### src/rtl/csa_sched_pkg.sv
// ---------------------------------------------------------------------------
// csa_sched_pkg
// Shared widths and types for the shared carry-select adder scheduler.
//   OPW       operand width (25 bits, unsigned)
//   SUMW      result width (26 bits, bit 25 = carry out)
//   op_pair_t one requester's operand pair {x, y}
// ---------------------------------------------------------------------------
package csa_sched_pkg;

    localparam int OPW  = 25;
    localparam int SUMW = 26;

    typedef struct packed {
        logic [OPW-1:0] x;
        logic [OPW-1:0] y;
    } op_pair_t;

endpackage

### src/rtl/csa_share_sched_if.sv
// ---------------------------------------------------------------------------
// csa_share_sched_if
// Request and result handshake bundle of csa_share_sched.
//   req_valid / req_ready   per-requester valid/ready (NREQ bits each)
//   req_x / req_y           packed operands, requester i in [25i+24:25i]
//   out_valid / out_ready   result handshake
//   out_sum / out_id        26-bit sum and the ID of the requester it belongs to
// master = requester/consumer side, slave = scheduler side.
// ---------------------------------------------------------------------------
interface csa_share_sched_if
    import csa_sched_pkg::*;
#(
    parameter int NREQ = 4,
    parameter int IDW  = 2
) ();

    logic [NREQ-1:0]     req_valid;
    logic [NREQ-1:0]     req_ready;
    logic [NREQ*OPW-1:0] req_x;
    logic [NREQ*OPW-1:0] req_y;
    logic                out_valid;
    logic                out_ready;
    logic [SUMW-1:0]     out_sum;
    logic [IDW-1:0]      out_id;

    modport master (
        output req_valid, req_x, req_y, out_ready,
        input  req_ready, out_valid, out_sum, out_id
    );

    modport slave (
        input  req_valid, req_x, req_y, out_ready,
        output req_ready, out_valid, out_sum, out_id
    );

endinterface

### src/rtl/UBCSe_24_0_24_0.sv
// ---------------------------------------------------------------------------
// UBCSe_24_0_24_0
// Unsigned 25 + 25 -> 26 bit carry-select adder, purely combinational.
// The operands are split into five 5-bit blocks; each block precomputes its
// sum for carry-in 0 and 1 and the incoming block carry picks one.
//   i_x, i_y   25-bit unsigned operands
//   o_sum      26-bit result, bit 25 = carry out
// ---------------------------------------------------------------------------
module UBCSe_24_0_24_0
    import csa_sched_pkg::*;
(
    input  logic [OPW-1:0]  i_x,
    input  logic [OPW-1:0]  i_y,
    output logic [SUMW-1:0] o_sum
);

    localparam int BLKW = 5;
    localparam int NBLK = OPW / BLKW;

    // w_carry[gi] is the carry into block gi; block 0 has no carry in.
    logic [NBLK:0] w_carry;

    assign w_carry[0] = 1'b0;

    generate
        for (genvar gi = 0; gi < NBLK; gi++) begin : g_blk
            logic [BLKW:0] w_s0;
            logic [BLKW:0] w_s1;

            assign w_s0 = {1'b0, i_x[gi*BLKW +: BLKW]} + {1'b0, i_y[gi*BLKW +: BLKW]};
            assign w_s1 = {1'b0, i_x[gi*BLKW +: BLKW]} + {1'b0, i_y[gi*BLKW +: BLKW]}
                        + (BLKW+1)'(1);

            assign o_sum[gi*BLKW +: BLKW] = w_carry[gi] ? w_s1[BLKW-1:0] : w_s0[BLKW-1:0];
            assign w_carry[gi+1]          = w_carry[gi] ? w_s1[BLKW]     : w_s0[BLKW];
        end
    endgenerate

    assign o_sum[SUMW-1] = w_carry[NBLK];

endmodule

### src/rtl/rr_arb_nreq.sv
// ---------------------------------------------------------------------------
// rr_arb_nreq
// Combinational rotating-priority arbiter. The search starts at i_ptr+1
// (mod NREQ) and wraps; the first asserted request wins.
//   i_req        request vector
//   i_ptr        index of the last winner
//   o_grant      one-hot grant, all zero when no request
//   o_grant_idx  binary index of the winner (0 when no request)
// ---------------------------------------------------------------------------
module rr_arb_nreq #(
    parameter int NREQ = 4,
    parameter int IDW  = 2
) (
    input  logic [NREQ-1:0] i_req,
    input  logic [IDW-1:0]  i_ptr,
    output logic [NREQ-1:0] o_grant,
    output logic [IDW-1:0]  o_grant_idx
);

    // w_cand[k] = (i_ptr + 1 + k) mod NREQ: the index examined at search
    // step k. One extra bit holds the unreduced sum (< 2*NREQ), so a single
    // conditional subtract gives the modulo even when NREQ is not a power of 2.
    logic [IDW-1:0] w_cand [NREQ];
    logic           w_found;

    generate
        for (genvar gi = 0; gi < NREQ; gi++) begin : g_cand
            logic [IDW:0] w_raw;

            assign w_raw = {1'b0, i_ptr} + (IDW+1)'(gi + 1);
            assign w_cand[gi] = (w_raw >= (IDW+1)'(NREQ))
                              ? IDW'(w_raw - (IDW+1)'(NREQ))
                              : w_raw[IDW-1:0];
        end
    endgenerate

    always_comb begin
        w_found     = 1'b0;
        o_grant_idx = '0;
        o_grant     = '0;
        for (int k = 0; k < NREQ; k++) begin
            if (!w_found && i_req[w_cand[k]]) begin
                w_found     = 1'b1;
                o_grant_idx = w_cand[k];
            end
        end
        if (w_found) begin
            o_grant[o_grant_idx] = 1'b1;
        end
    end

endmodule

### src/rtl/csa_share_sched.sv
// ---------------------------------------------------------------------------
// csa_share_sched
// Shares one 25-bit carry-select adder among NREQ requesters. One operand
// pair is accepted per cycle by round-robin arbitration; the sum and the
// winner's ID are captured in a single output register with backpressure.
// A saturating counter records the number of accepted pairs.
//   clk        clock, all state on the rising edge
//   rst        synchronous reset, active-high
//   bus        csa_share_sched_if.slave: request and result handshakes
//   cnt_clr    clear the grant counter (wins over a coinciding transfer)
//   grant_cnt  accepted pairs since reset/clear, saturating at 2^CNTW-1
// ---------------------------------------------------------------------------
module csa_share_sched
    import csa_sched_pkg::*;
#(
    parameter int NREQ = 4,
    parameter int IDW  = 2,
    parameter int CNTW = 16
) (
    input  logic               clk,
    input  logic               rst,
    csa_share_sched_if.slave   bus,
    input  logic               cnt_clr,
    output logic [CNTW-1:0]    grant_cnt
);

    localparam logic [CNTW-1:0] CNT_MAX  = '1;
    localparam logic [IDW-1:0]  PTR_INIT = IDW'(NREQ - 1);

    // Output stage and arbitration state
    logic               r_out_valid;
    logic [SUMW-1:0]    r_out_sum;
    logic [IDW-1:0]     r_out_id;
    logic [IDW-1:0]     r_ptr;
    logic [CNTW-1:0]    r_grant_cnt;

    logic [NREQ-1:0]    w_grant;
    logic [IDW-1:0]     w_grant_idx;
    logic [NREQ-1:0]    w_ready;
    logic               w_load_en;
    logic               w_xfer;
    op_pair_t           w_pairs [NREQ];
    op_pair_t           w_sel;
    logic [SUMW-1:0]    w_sum;
    logic [CNTW-1:0]    w_cnt_next;

    // The output register can take a new result when empty or being drained.
    assign w_load_en = !r_out_valid || bus.out_ready;

    rr_arb_nreq #(
        .NREQ (NREQ),
        .IDW  (IDW)
    ) u_arb (
        .i_req       (bus.req_valid),
        .i_ptr       (r_ptr),
        .o_grant     (w_grant),
        .o_grant_idx (w_grant_idx)
    );

    // Ready is held off during reset so nothing is accepted that reset
    // would immediately throw away.
    assign w_ready = (w_load_en && !rst) ? w_grant : '0;
    assign w_xfer  = |w_ready;

    generate
        for (genvar gi = 0; gi < NREQ; gi++) begin : g_unpack
            assign w_pairs[gi] = {bus.req_x[gi*OPW +: OPW], bus.req_y[gi*OPW +: OPW]};
        end
    endgenerate

    assign w_sel = w_pairs[w_grant_idx];

    UBCSe_24_0_24_0 u_add (
        .i_x   (w_sel.x),
        .i_y   (w_sel.y),
        .o_sum (w_sum)
    );

    // Clear takes precedence over counting; the count sticks at its maximum.
    always_comb begin
        w_cnt_next = r_grant_cnt;
        if (cnt_clr) begin
            w_cnt_next = '0;
        end else if (w_xfer && (r_grant_cnt != CNT_MAX)) begin
            w_cnt_next = r_grant_cnt + CNTW'(1);
        end
    end

    always_ff @(posedge clk) begin
        if (rst) begin
            r_out_valid <= 1'b0;
            r_out_sum   <= '0;
            r_out_id    <= '0;
            r_ptr       <= PTR_INIT;
            r_grant_cnt <= '0;
        end else begin
            r_grant_cnt <= w_cnt_next;
            if (w_xfer) begin
                r_out_valid <= 1'b1;
                r_out_sum   <= w_sum;
                r_out_id    <= w_grant_idx;
                r_ptr       <= w_grant_idx;
            end else if (bus.out_ready) begin
                // Drained with nothing to reload: data fields keep last value.
                r_out_valid <= 1'b0;
            end
        end
    end

    assign bus.req_ready = w_ready;
    assign bus.out_valid = r_out_valid;
    assign bus.out_sum   = r_out_sum;
    assign bus.out_id    = r_out_id;
    assign grant_cnt     = r_grant_cnt;

endmodule

### src/flat_wrapper.sv
// flat-port wrapper written by rule: the top's interface ports become plain ports
module csa_share_sched_flat import csa_sched_pkg::*;
#(
    parameter int NREQ = 4,
    parameter int IDW  = 2,
    parameter int CNTW = 16
)
  (clk, rst, cnt_clr, grant_cnt, bus_req_valid, bus_req_x, bus_req_y, bus_out_ready, bus_req_ready, bus_out_valid, bus_out_sum, bus_out_id);
  csa_share_sched_if #(.NREQ(NREQ), .IDW(IDW)) bus_i ();
  input  logic clk;
  input  logic rst;
  input  logic cnt_clr;
  output logic [CNTW-1:0] grant_cnt;
  input wire logic [$bits(bus_i.req_valid)-1:0] bus_req_valid;
  input wire logic [$bits(bus_i.req_x)-1:0] bus_req_x;
  input wire logic [$bits(bus_i.req_y)-1:0] bus_req_y;
  input wire logic [$bits(bus_i.out_ready)-1:0] bus_out_ready;
  output wire logic [$bits(bus_i.req_ready)-1:0] bus_req_ready;
  output wire logic [$bits(bus_i.out_valid)-1:0] bus_out_valid;
  output wire logic [$bits(bus_i.out_sum)-1:0] bus_out_sum;
  output wire logic [$bits(bus_i.out_id)-1:0] bus_out_id;
  assign bus_i.req_valid = bus_req_valid;
  assign bus_i.req_x = bus_req_x;
  assign bus_i.req_y = bus_req_y;
  assign bus_i.out_ready = bus_out_ready;
  assign bus_req_ready = bus_i.req_ready;
  assign bus_out_valid = bus_i.out_valid;
  assign bus_out_sum = bus_i.out_sum;
  assign bus_out_id = bus_i.out_id;
  csa_share_sched #(.NREQ(NREQ), .IDW(IDW), .CNTW(CNTW)) u_core (.clk(clk), .rst(rst), .bus(bus_i), .cnt_clr(cnt_clr), .grant_cnt(grant_cnt));
endmodule
### config.mk
export PLATFORM = sky130hd
export DESIGN_NAME = csa_share_sched_flat
export DESIGN_NICKNAME = d
export VERILOG_FILES = /design/src/rtl/csa_sched_pkg.sv /design/src/rtl/csa_share_sched_if.sv /design/src/rtl/UBCSe_24_0_24_0.sv /design/src/rtl/rr_arb_nreq.sv /design/src/rtl/csa_share_sched.sv /design/src/flat_wrapper.sv
export SDC_FILE = /design/constraint.sdc
export NUM_CORES = 1
export LEC_CHECK = 0
export ABC_AREA = 1
export BUFFER_PORTS_ARGS = -buffer_cell sky130_fd_sc_hd__buf_2
export CORE_ASPECT_RATIO = 0.9
export CORE_MARGIN = 1.5
export CORE_UTILIZATION = 30
export CTS_CLUSTER_DIAMETER = 30
export CTS_CLUSTER_SIZE = 30
export DETAILED_ROUTE_END_ITERATION = 8
export PLACE_DENSITY = 0.63
export SLEW_MARGIN = 20
export SYNTH_ARGS = -nofsm -noshare
export SYNTH_HDL_FRONTEND = slang
export SYNTH_SLANG_ARGS = --single-unit
export TNS_END_PERCENT = 30
### constraint.sdc
create_clock -name clk -period 3.9 [get_ports clk]
set_clock_uncertainty 0.15 [all_clocks]
set_input_delay 0.195 -clock clk [delete_from_list [all_inputs] [get_ports clk]]
set_output_delay 0.195 -clock clk [all_outputs]
set_load 0.02 [all_outputs]
---- Yosys cells after proc, flatten, opt, wreduce, memory -nomap -nowiden ----
Index checks and enable logic that the tools add are counted.
cells by class
  multiplexer cells ....................... 37
  bitwise logic cells ..................... 1
  reduce and logical (&&, ||, !) cells .... 15
  order comparisons ....................... 11
  add/subtract/negate cells ............... 18
  equal/unequal tests ..................... 1
operators by type and width
  kind                                                         number
  binary-select mux 50 bit (select 2 bit)                      1
  2-to-1 mux 50 bit                                            2
  adder 5 x 5 -> 6 bit                                         5
  adder 6 x 1 -> 6 bit (second input constant)                 4
  2-to-1 mux 5 bit                                             4
  adder 16 x 1 -> 16 bit (second input constant)               1
  2-to-1 mux 2 bit                                             8
  != test 16 bit (second input constant)                       1
  >= comparator 3 bit (second input constant)                  5
  less-than comparator 2 x 3 -> 1 bit (second input constant)  5
  2-to-1 mux 1 bit                                             15
  binary-select mux 1 bit (select 2 bit)                       4
  2-to-1 mux 4 bit                                             2
  subtractor 2 x 1 -> 2 bit (second input constant)            4
  adder 2 x 2 -> 3 bit (second input constant)                 2
  logical AND 1 bit                                            6
  zero test 1 bit                                              5
  OR reduction 4 bit                                           1
  adder 2 x 1 -> 3 bit (second input constant)                 1
  adder 2 x 3 -> 3 bit (second input constant)                 1
  inverter 2 -> 3 bit                                          1
  demux 1 bit (select 2 bit)                                   1
  >= comparator 2 x 1 -> 1 bit (second input constant)         1
  nonzero test 2 bit                                           1
  other kinds (2)                                              2
storage, ports and cells
  input bits .............................. 208
  flip-flop bits (word level) ............. 47
  word-level logic and storage cells ...... 88
  output and inout bits ................... 49

---- Logic depth before layout (Yosys ltp) ----
Gate-level depths: netlist (run 1).
  depth after elaboration ................. 25
  depth in mapped cells ................... 37

---- Modules after synthesis ----
Synthesis (run 1) repeated with hierarchy kept, for this count alone.
unflattened totals
  cells, all modules ...................... 926
  area, all modules ....................... 5455.2 um^2
by module, submodules not included
  module           cells each  instances  area an instance (um^2)
  csa_share_sched  607         1          3505.9
  UBCSe_24_0_24_0  258         1          1616.6
  rr_arb_nreq      61          1          332.8

---- Least setup slack after synthesis (run 1) ----
No wires, ideal clock.
  kind .................................... flip-flop to flip-flop
  from .................................... register u_core.r_ptr[1]
  to ...................................... register u_core.r_out_sum[24], in the netlist u_core.bus.out_sum[24]
  setup slack ............................. -90 ps
  arrival ................................. 3720 ps
  cell stages (with the launch flop) ...... 30
  path through ............................ dfxtp_1 -> buf_4 -> xor2_2 -> nand2_1 -> nand2_2 -> nor2_4 -> nand3_2 -> nand2_1 -> nand3_2 -> nand2_4 -> inv_4 -> nand2_2 -> buf_2 -> o21ai_0 -> nor2_1 -> ha_1 -> inv_1 -> fa_1 -> xnor2_1 -> nand3_1 -> nor2_2 -> nand3_1 -> nand2_2 -> nand2_1 -> nand2_2 -> nand2_1 -> nand2_1 -> nand2_1 -> o211ai_1 -> nand2_1
between the ends
  longest elaborated chain between the ends .. 25
  elaborated cells on any way between the ends .. 63
  classes of those cells .................. 17 x add/sub; 6 x order compare; 31 x mux; 1 x bitwise; 8 x reduce/logical
RTL lines
  element                                                           line                                          text
  start: declaration                                                csa_share_sched.sv:34                         logic [IDW-1:0] r_ptr;
  start signal: assignment                                          csa_share_sched.sv:102                        r_ptr <= w_grant_idx;
  adder 2 x 1 -> 3 bit                                              rr_arb_nreq.sv:30                             assign w_raw = {1'b0, i_ptr} + (IDW+1)'(gi + 1);
  >= comparator 3 bit or subtractor 2 x 1 -> 2 bit (tied branches)  rr_arb_nreq.sv:31, rr_arb_nreq.sv:32
  2-to-1 mux 2 bit                                                  rr_arb_nreq.sv:32                             ? IDW'(w_raw - (IDW+1)'(NREQ))
  binary-select mux 1 bit (select 2 bit)                            rr_arb_nreq.sv:42                             if (!w_found && i_req[w_cand[k]]) begin
  2-to-1 mux 1 bit (implied by the code)                            rr_arb_nreq.sv:42
  2-to-1 mux 1 bit                                                  rr_arb_nreq.sv:42
  zero test 1 bit                                                   rr_arb_nreq.sv:42
  logical AND 1 bit                                                 rr_arb_nreq.sv:42
  [... 6 more ...]                                                  --
  2-to-1 mux 2 bit                                                  rr_arb_nreq.sv:42
  inverter 2 -> 3 bit (implied by the code)                         csa_share_sched.sv:71                         assign w_sel = w_pairs[w_grant_idx];
  binary-select mux 50 bit (select 2 bit)                           csa_share_sched.sv:71
  2-to-1 mux 50 bit (implied by the code) (2 in a row)              csa_share_sched.sv:71
  adder 5 x 5 -> 6 bit                                              UBCSe_24_0_24_0.sv:30, UBCSe_24_0_24_0.sv:31
  adder 6 x 1 -> 6 bit                                              UBCSe_24_0_24_0.sv:32                         + (BLKW+1)'(1);
  2-to-1 mux 1 bit (3 in a row)                                     UBCSe_24_0_24_0.sv:35                         assign w_carry[gi+1] = w_carry[gi] ? w_s1[BLKW] : w_s0[BLKW];
  2-to-1 mux 5 bit                                                  UBCSe_24_0_24_0.sv:34                         assign o_sum[gi*BLKW +: BLKW] = w_carry[gi] ? w_s1[BLKW-1:0] : w_s0[BLKW-1:0];
  end signal: assignment                                            csa_share_sched.sv:100                        r_out_sum <= w_sum;
  end: declaration                                                  csa_share_sched.sv:32                         logic [SUMW-1:0] r_out_sum;
Parallel ways exist; a longest one is shown, timed or not. The select of a mux whose other input is x is not followed.
A chain may end at the register's enable or synchronous reset.

---- Worst setup path after layout (run 1) ----
  from .................................... register u_core.r_ptr[0]
  to ...................................... register u_core.r_out_sum[13], in the netlist u_core.bus.out_sum[13]
between the ends
  longest elaborated chain between the ends .. 23
  elaborated cells on any way between the ends .. 57
  classes of those cells .................. 13 x add/sub; 6 x order compare; 29 x mux; 1 x bitwise; 8 x reduce/logical
RTL lines
  element                                                           line
  adder 2 x 1 -> 3 bit                                              rr_arb_nreq.sv:30
  >= comparator 3 bit or subtractor 2 x 1 -> 2 bit (tied branches)  rr_arb_nreq.sv:31, rr_arb_nreq.sv:32
  2-to-1 mux 2 bit                                                  rr_arb_nreq.sv:32
  binary-select mux 1 bit (select 2 bit)                            rr_arb_nreq.sv:42
  2-to-1 mux 1 bit (implied by the code)                            rr_arb_nreq.sv:42
  2-to-1 mux 1 bit                                                  rr_arb_nreq.sv:42
  zero test 1 bit                                                   rr_arb_nreq.sv:42
  logical AND 1 bit                                                 rr_arb_nreq.sv:42
  [... 6 more ...]                                                  --
  2-to-1 mux 2 bit                                                  rr_arb_nreq.sv:42
  inverter 2 -> 3 bit (implied by the code)                         csa_share_sched.sv:71
  binary-select mux 50 bit (select 2 bit)                           csa_share_sched.sv:71
  2-to-1 mux 50 bit (implied by the code) (2 in a row)              csa_share_sched.sv:71
  adder 5 x 5 -> 6 bit                                              UBCSe_24_0_24_0.sv:30, UBCSe_24_0_24_0.sv:31
  adder 6 x 1 -> 6 bit                                              UBCSe_24_0_24_0.sv:32
  2-to-1 mux 1 bit                                                  UBCSe_24_0_24_0.sv:35
  2-to-1 mux 5 bit                                                  UBCSe_24_0_24_0.sv:34
Parallel ways exist; a longest one is shown, timed or not. The select of a mux whose other input is x is not followed.

==> results of run 1 <==
synth_stat cells, types with 3 or more instances:
library cell	number
nand2_1	272
nand3_2	3
buf_4	5
a21oi_1	39
nand4_1	17
o21ai_0	91
nor2_1	80
inv_1	180
buf_2	13
ha_1	30
a31oi_1	3
nor3_1	14
inv_2	3
fa_1	5
xnor2_1	12
nand3_1	45
dfxtp_1	47
clkbuf_1	8
nand3b_1	7
buf_6	3
xor2_1	16
nand2_2	5
o21ai_1	24
stage by stage:
stage	utilization	TNS [ps]	hold WS [ps]
2_1_floorplan	-	0	201
3_3_place_gp	0.437	-2290	304
3_5_place_dp	0.437	-3610	306
4_1_cts	0.464	-1190	69.3
5_1_grt	0.483	-7340	89.8
6_report	0.483	-1890	69.0
area by class of cell:
cell class | instances | area (sq um) | area share
Inverter | 184 | 696 | 0.0842
Timing Repair Buffer | 373 | 2290 | 0.277
Tap cell | 235 | 294 | 0.0356
Clock inverter | 2 | 16.3 | 0.00197
Sequential cell | 47 | 946 | 0.115
Multi-Input combinational cell | 680 | 3880 | 0.469
Clock buffer | 6 | 139 | 0.0168
sequential cells by signal (all words and copies together), names as in the netlist:
register / cells
u_core.r_ptr: 2
u_core.bus.out_sum: 26
u_core.bus.out_valid: 1
u_core.bus.out_id: 2
u_core.grant_cnt: 16
cell families after synthesis:
logic type | count (synthesis) | share of synthesized area
AO/OA/AOI/OAI | 162 | 0.156
XOR/XNOR | 29 | 0.0492
adder cells (fa/ha/maj) | 35 | 0.0895
buffers and inverters | 215 | 0.164
flip-flops | 47 | 0.177
AND/OR/NAND/NOR | 454 | 0.365
what timing repair did:
action / CTS / global route
cloned: 1 / 0
hold endpoints to repair: 0 / 0
setup endpoints to repair: 18 / 22
gates resized for setup: 57 / 71
pin swaps: 25 / 59
setup buffers: 14 / 10
per-layer routing:
layer	routed length, um	GRT usage
met5	0	0
met4	265	0.0408
met3	1160	0.0395
met2	9720	0.383
met1	8920	0.262
worst max-delay path: cells and delay by family, from the launching register on:
| family | cells | cell delay (ps) |
|---|---|---|
| buffers and inverters | 14 | 1390 |
| adder cells (fa/ha/maj) | 2 | 710 |
| XOR/XNOR | 2 | 210 |
| flip-flops | 1 | 360 |
| AO/OA/AOI/OAI | 4 | 450 |
| AND/OR/NAND/NOR | 10 | 770 |
path summary, 6_finish.rpt:
kind,depth (start not counted),slack (ps),endpoint
worst min-delay path,4,70,u_core.bus.out_valid$_SDFFE_PP0P_
worst max-delay path,32,-230,u_core.bus.out_sum[13]$_SDFFE_PP0P_
worst max register to register,32,-230,u_core.bus.out_sum[13]$_SDFFE_PP0P_
worst min register to register,2,310,u_core.bus.out_sum[7]$_SDFFE_PP0P_
==> impl_results.md, run 1 <==
* FF-to-FF Start: u_core.r_ptr[0]$_SDFFE_PP1P_
* Place WS at -347 ps
* Final Cycle Share at 1.06
* Worst path required time at 3930 ps
* Wire per inst at 13.1 um
* Iter 0 DRT Violations at 261
* Min-delay worst type: input pin to register
* Sequential fraction of the synthesis area at 0.177
* Share of post-route cells with drive strength above 1 at 0.378
* Worst Setup Slack, final at -229 ps
* Die width at 143 um
* Setup Viol. Count Final at 13
* Gpl congestion at 0.912
* Most used cell, CP: buf_4
* Hold wc startpoint: bus_out_ready
* Diodes inserted at 0
* Die area at 0.0185 sq mm
* Clk_lat worst skew at 290 ps
* Number of global-route vias before repair at 6834
* GR Util All Layers at 0.211
* Gr ovfl total at 0
* Async SR Flop Fraction at 0
* First-pass GRT wire length at 31600 um
* Post-synth top flop: dfxtp_1
* Total CTS buffers at 5
* Status: finished with violations
* Max cap viols at 0
* Synthesized Nets at 1185
* Dpl hpwl at 16200 um
* Relative slew slack at 0.732
* Post-Synthesis Cells at 942
* Synthesized cell area at 0.00532 sq mm
* Synth warn at 0
* Vias per std cell at 4.59
* Count of state elements after synthesis at 47
* Achievable frequency at 242 MHz
* Critical Path Max Stage Delay at 510 ps
* Boundary Pins at 257
* Crit-path slowest cell: fa_1
* Period minus WS final at 4130 ps
* Largest net degree at the start of global routing at 34
* Critical Path Start Type: register
* # port buffers at 256
* Antenna Violating Nets Remaining at 0
* Most frequent cells in the layout: 256 x buf_2, 249 x nand2_1, 174 x inv_1, 101 x buf_4, 74 x o21ai_0
* Post-CTS Hold Fix Bufs at 0
* Initial core utilization at 0.311
* Total core area at 0.0171 sq mm
* P&R area growth vs syn at 55.4%
* Syn_area_per_cell at 5.64 sq um
* Residual DRC count at 0
* RSZ-0062 raised after global routing: true
* Sink Count at 47
* Setup crit end kind: register
* Final hold violation count at 0
* Synth top area cells: nand2_1 19%, dfxtp_1 18%, inv_1 13%
* Top-area cell type share of the netlist area at 0.192
* DP Area at 0.00748 sq mm
* Placed cell count at 1494
* Longest Clk Path Bufs at 2
* Final WL at 20100 um
* Initial antenna violation count at 0
* Fin. max-slew vios at 0
* Failing checks: negative setup slack
* Crit-path max FO at 5
* Finished Layout Cells at 1527
* Die Y at 129 um
* DR pass1 iterations at 5
* Clock root cell: clkbuf_16
* Commonest non-fill, non-tap cell in the layout: buf_2
* Final Cell Area at 0.00826 sq mm
* Slew of the pin with the lowest slew margin at 400 ps
* Kind of critical path: register to register
* Synth unique cells at 37
* Critical Path Start: u_core.r_ptr[0]$_SDFFE_PP1P_
* H-tree depth at 2
* Critical path arrival at 4160 ps
* Cell Rows at 45
* DR vias at 7009
* Post-synth top area cell: nand2_1
* EDFF count, synth at 0
* Clock slew at reported path FFs at 70 ps
* Final nets at 1534
* CTS tree: yes
* Fillers at 1848
Power of run 1 is not shown: default switching activity piles up to over one toggle a cycle in this logic, so the estimate is an artifact.
==> run 2: changes to the inputs <==
--- a/config.mk
+++ b/config.mk
@@ -6,14 +6,14 @@
 export NUM_CORES = 1
 export LEC_CHECK = 0
 export ABC_AREA = 1
-export BUFFER_PORTS_ARGS = -buffer_cell sky130_fd_sc_hd__buf_2
-export CORE_ASPECT_RATIO = 0.9
 export CORE_MARGIN = 1.5
 export CORE_UTILIZATION = 30
 export CTS_CLUSTER_DIAMETER = 30
 export CTS_CLUSTER_SIZE = 30
 export DETAILED_ROUTE_END_ITERATION = 8
-export PLACE_DENSITY = 0.63
+export DONT_BUFFER_PORTS = 1
+export PLACE_DENSITY = 0.5
+export RECOVER_POWER = 25
 export SLEW_MARGIN = 20
 export SYNTH_ARGS = -nofsm -noshare
 export SYNTH_HDL_FRONTEND = slang
==> impl_results.md, run 2 (synthesis gave the netlist of run 1 again) <==
* Status: finished with violations
* Failing checks: negative hold slack, negative setup slack
* DR pass1 iterations at 4 (-1)
* Cell Rows at 48 (+6.7%)
* Met1 Use GR at 0.245 (-0.0171)
* Final hold violation count at 1 (+1)
* Wire per inst at 14.5 um (+11%)
* Critical Path Start Type: register
* Gr ovfl total at 0 (unchanged)
* Vias per std cell at 4.68 (+2.0%)
* Placed cell count at 1222 (-18%)
* Max cap viols at 0 (unchanged)
* Relative slew slack at 0.567 (-0.165)
* Final WL at 18300 um (-9.0%)
* Kind of critical path: register to register
* Slew of the pin with the lowest slew margin at 649 ps (+249 ps)
* DR vias at 5874 (-16%)
* Achievable frequency at 239 MHz (-1.5%)
* Largest net degree at the start of global routing at 35 (+2.9%)
* Gpl congestion at 0.883 (-3.2%)
* Worst path required time at 3940 ps (about the same)
* Max reg flops at 26 (unchanged)
* RSZ-0062 raised after global routing: true
* Fin Setup TNS at -2830 ps (-945 ps)
* Total core area at 0.0173 sq mm (+1.1%)
* Initial core utilization at 0.307 (-0.00323)
* Iter 0 DRT Violations at 242 (-7.3%)
* Fin. max-slew vios at 0 (unchanged)
* Clock root cell: clkbuf_16
* Met2 usage at 0.334 (-0.0494)
* Min-delay worst type: input pin to register
* Antenna Violating Nets Remaining at 0 (unchanged)
* Longest Clk Path Bufs at 2 (unchanged)
* Die width at 136 um (-5.0%)
* Commonest non-fill, non-tap cell in the layout: nand2_1
* Boundary Pins at 257 (unchanged)
* Clock slew at reported path FFs at 60 ps (about the same)
* Worst Setup Slack, final at -290 ps (-61.3 ps)
* Dpl hpwl at 14800 um (-8.7%)
* Setup crit end kind: register
* Crit-path slowest cell: fa_2
* Crit-path max FO at 10 (+5)
* Setup Viol. Count Final at 16 (+3)
* P&R area growth vs syn at 31.1%
* Fillers at 1923 (+4.1%)
* Finished Layout Cells at 1255 (-18%)
* Sink Count at 47 (unchanged)
* Final nets at 1273 (-17%)
* Hold WS at -0.0621 ps (-69.0 ps)
* Number of global-route vias before repair at 5407 (-21%)
* First-pass GRT wire length at 27900 um (-12%)
* Critical path arrival at 4230 ps (+70 ps)
* H-tree depth at 2 (unchanged)
* Die area at 0.0185 sq mm (about the same)
* Residual DRC count at 0 (unchanged)
* Share of post-route cells with drive strength above 1 at 0.205 (-0.173)
* Total CTS buffers at 5 (unchanged)
* M3 GR Usage at 0.0283 (-0.0112)
* Place WS at -427 ps (-80.3 ps)
* Most frequent cells in the layout: 254 x nand2_1, 174 x inv_1, 90 x buf_4, 75 x o21ai_0, 75 x nor2_1
* CTS tree: yes
* Diodes inserted at 0 (unchanged)
* # port buffers at 0 (-100%)
* Final Cycle Share at 1.07 (+0.0157)
* Most used cell, CP: nand2_2
* Clk_lat worst skew at 290 ps (about the same)
* Critical Path Max Stage Delay at 420 ps (-90 ps)
* GRT Max-Usage Layer: met2
* Initial antenna violation count at 0 (unchanged)
* Die Y at 136 um (+5.3%)
* Period minus WS final at 4190 ps (+61.3 ps)
* GR Util All Layers at 0.190 (-0.0209)
==> run 2: cell type report <==
class / instances / area [sq um] / share of cell area
clock buffers: 6 / 129 / 0.0185
clock inverters: 1 / 30.0 / 0.00431
repair buffers: 112 / 997 / 0.143
well taps: 225 / 282 / 0.0404
inverters: 184 / 698 / 0.100
flip-flops and latches: 47 / 948 / 0.136
multi-input cells: 680 / 3880 / 0.557
==> run 2: repair_timing <==
action,4_1_cts,5_1_grt
pin swaps,7,56
hold buffers,4,0
gates resized for setup,42,80
setup buffers,12,9
hold endpoints to repair,12,0
cloned,1,1
endpoints found under the setup margin,19,21
==> run 2: metal layers <==
layer  part of all wire  up-vias
met4              0.018        0
met2               0.49      177
met1               0.44     2571
met5                  0        -
met3              0.052       15
li1                   -     3111
==> run 2: worst paths after layout <==
path	slack, ps	from	endpoint	cells after the start
max reg2reg	-290	u_core.r_ptr[0]$_SDFFE_PP1P_	u_core.bus.out_sum[23]$_SDFFE_PP0P_	30
min	-0.06	rst	u_core.grant_cnt[10]$_SDFFE_PP0P_	3
min reg2reg	410	u_core.r_ptr[0]$_SDFFE_PP1P_	u_core.r_ptr[0]$_SDFFE_PP1P_	2
max	-290	u_core.r_ptr[0]$_SDFFE_PP1P_	u_core.bus.out_sum[23]$_SDFFE_PP0P_	30
==> run 2: critical path, delay by kind of cell, from the launching register on <==
family	cells	cell delay (ps)
buffers and inverters	7	560
AO/OA/AOI/OAI	2	260
adder cells (fa/ha/maj)	2	640
AND/OR/NAND/NOR	17	1740
XOR/XNOR	2	360
flip-flops	1	360
==> run 2: per-stage QoR <==
stage	hold WS [ps]	utilization	area (sq um)
after CTS	5.06	0.381	6590
after detailed placement	120	0.354	6130
after floorplan	201	-	5330
final	-0.0621	0.403	6970
after global placement	118	0.354	6130
after global routing	37.4	0.403	6970
Power of run 2 is left out for the same reason.
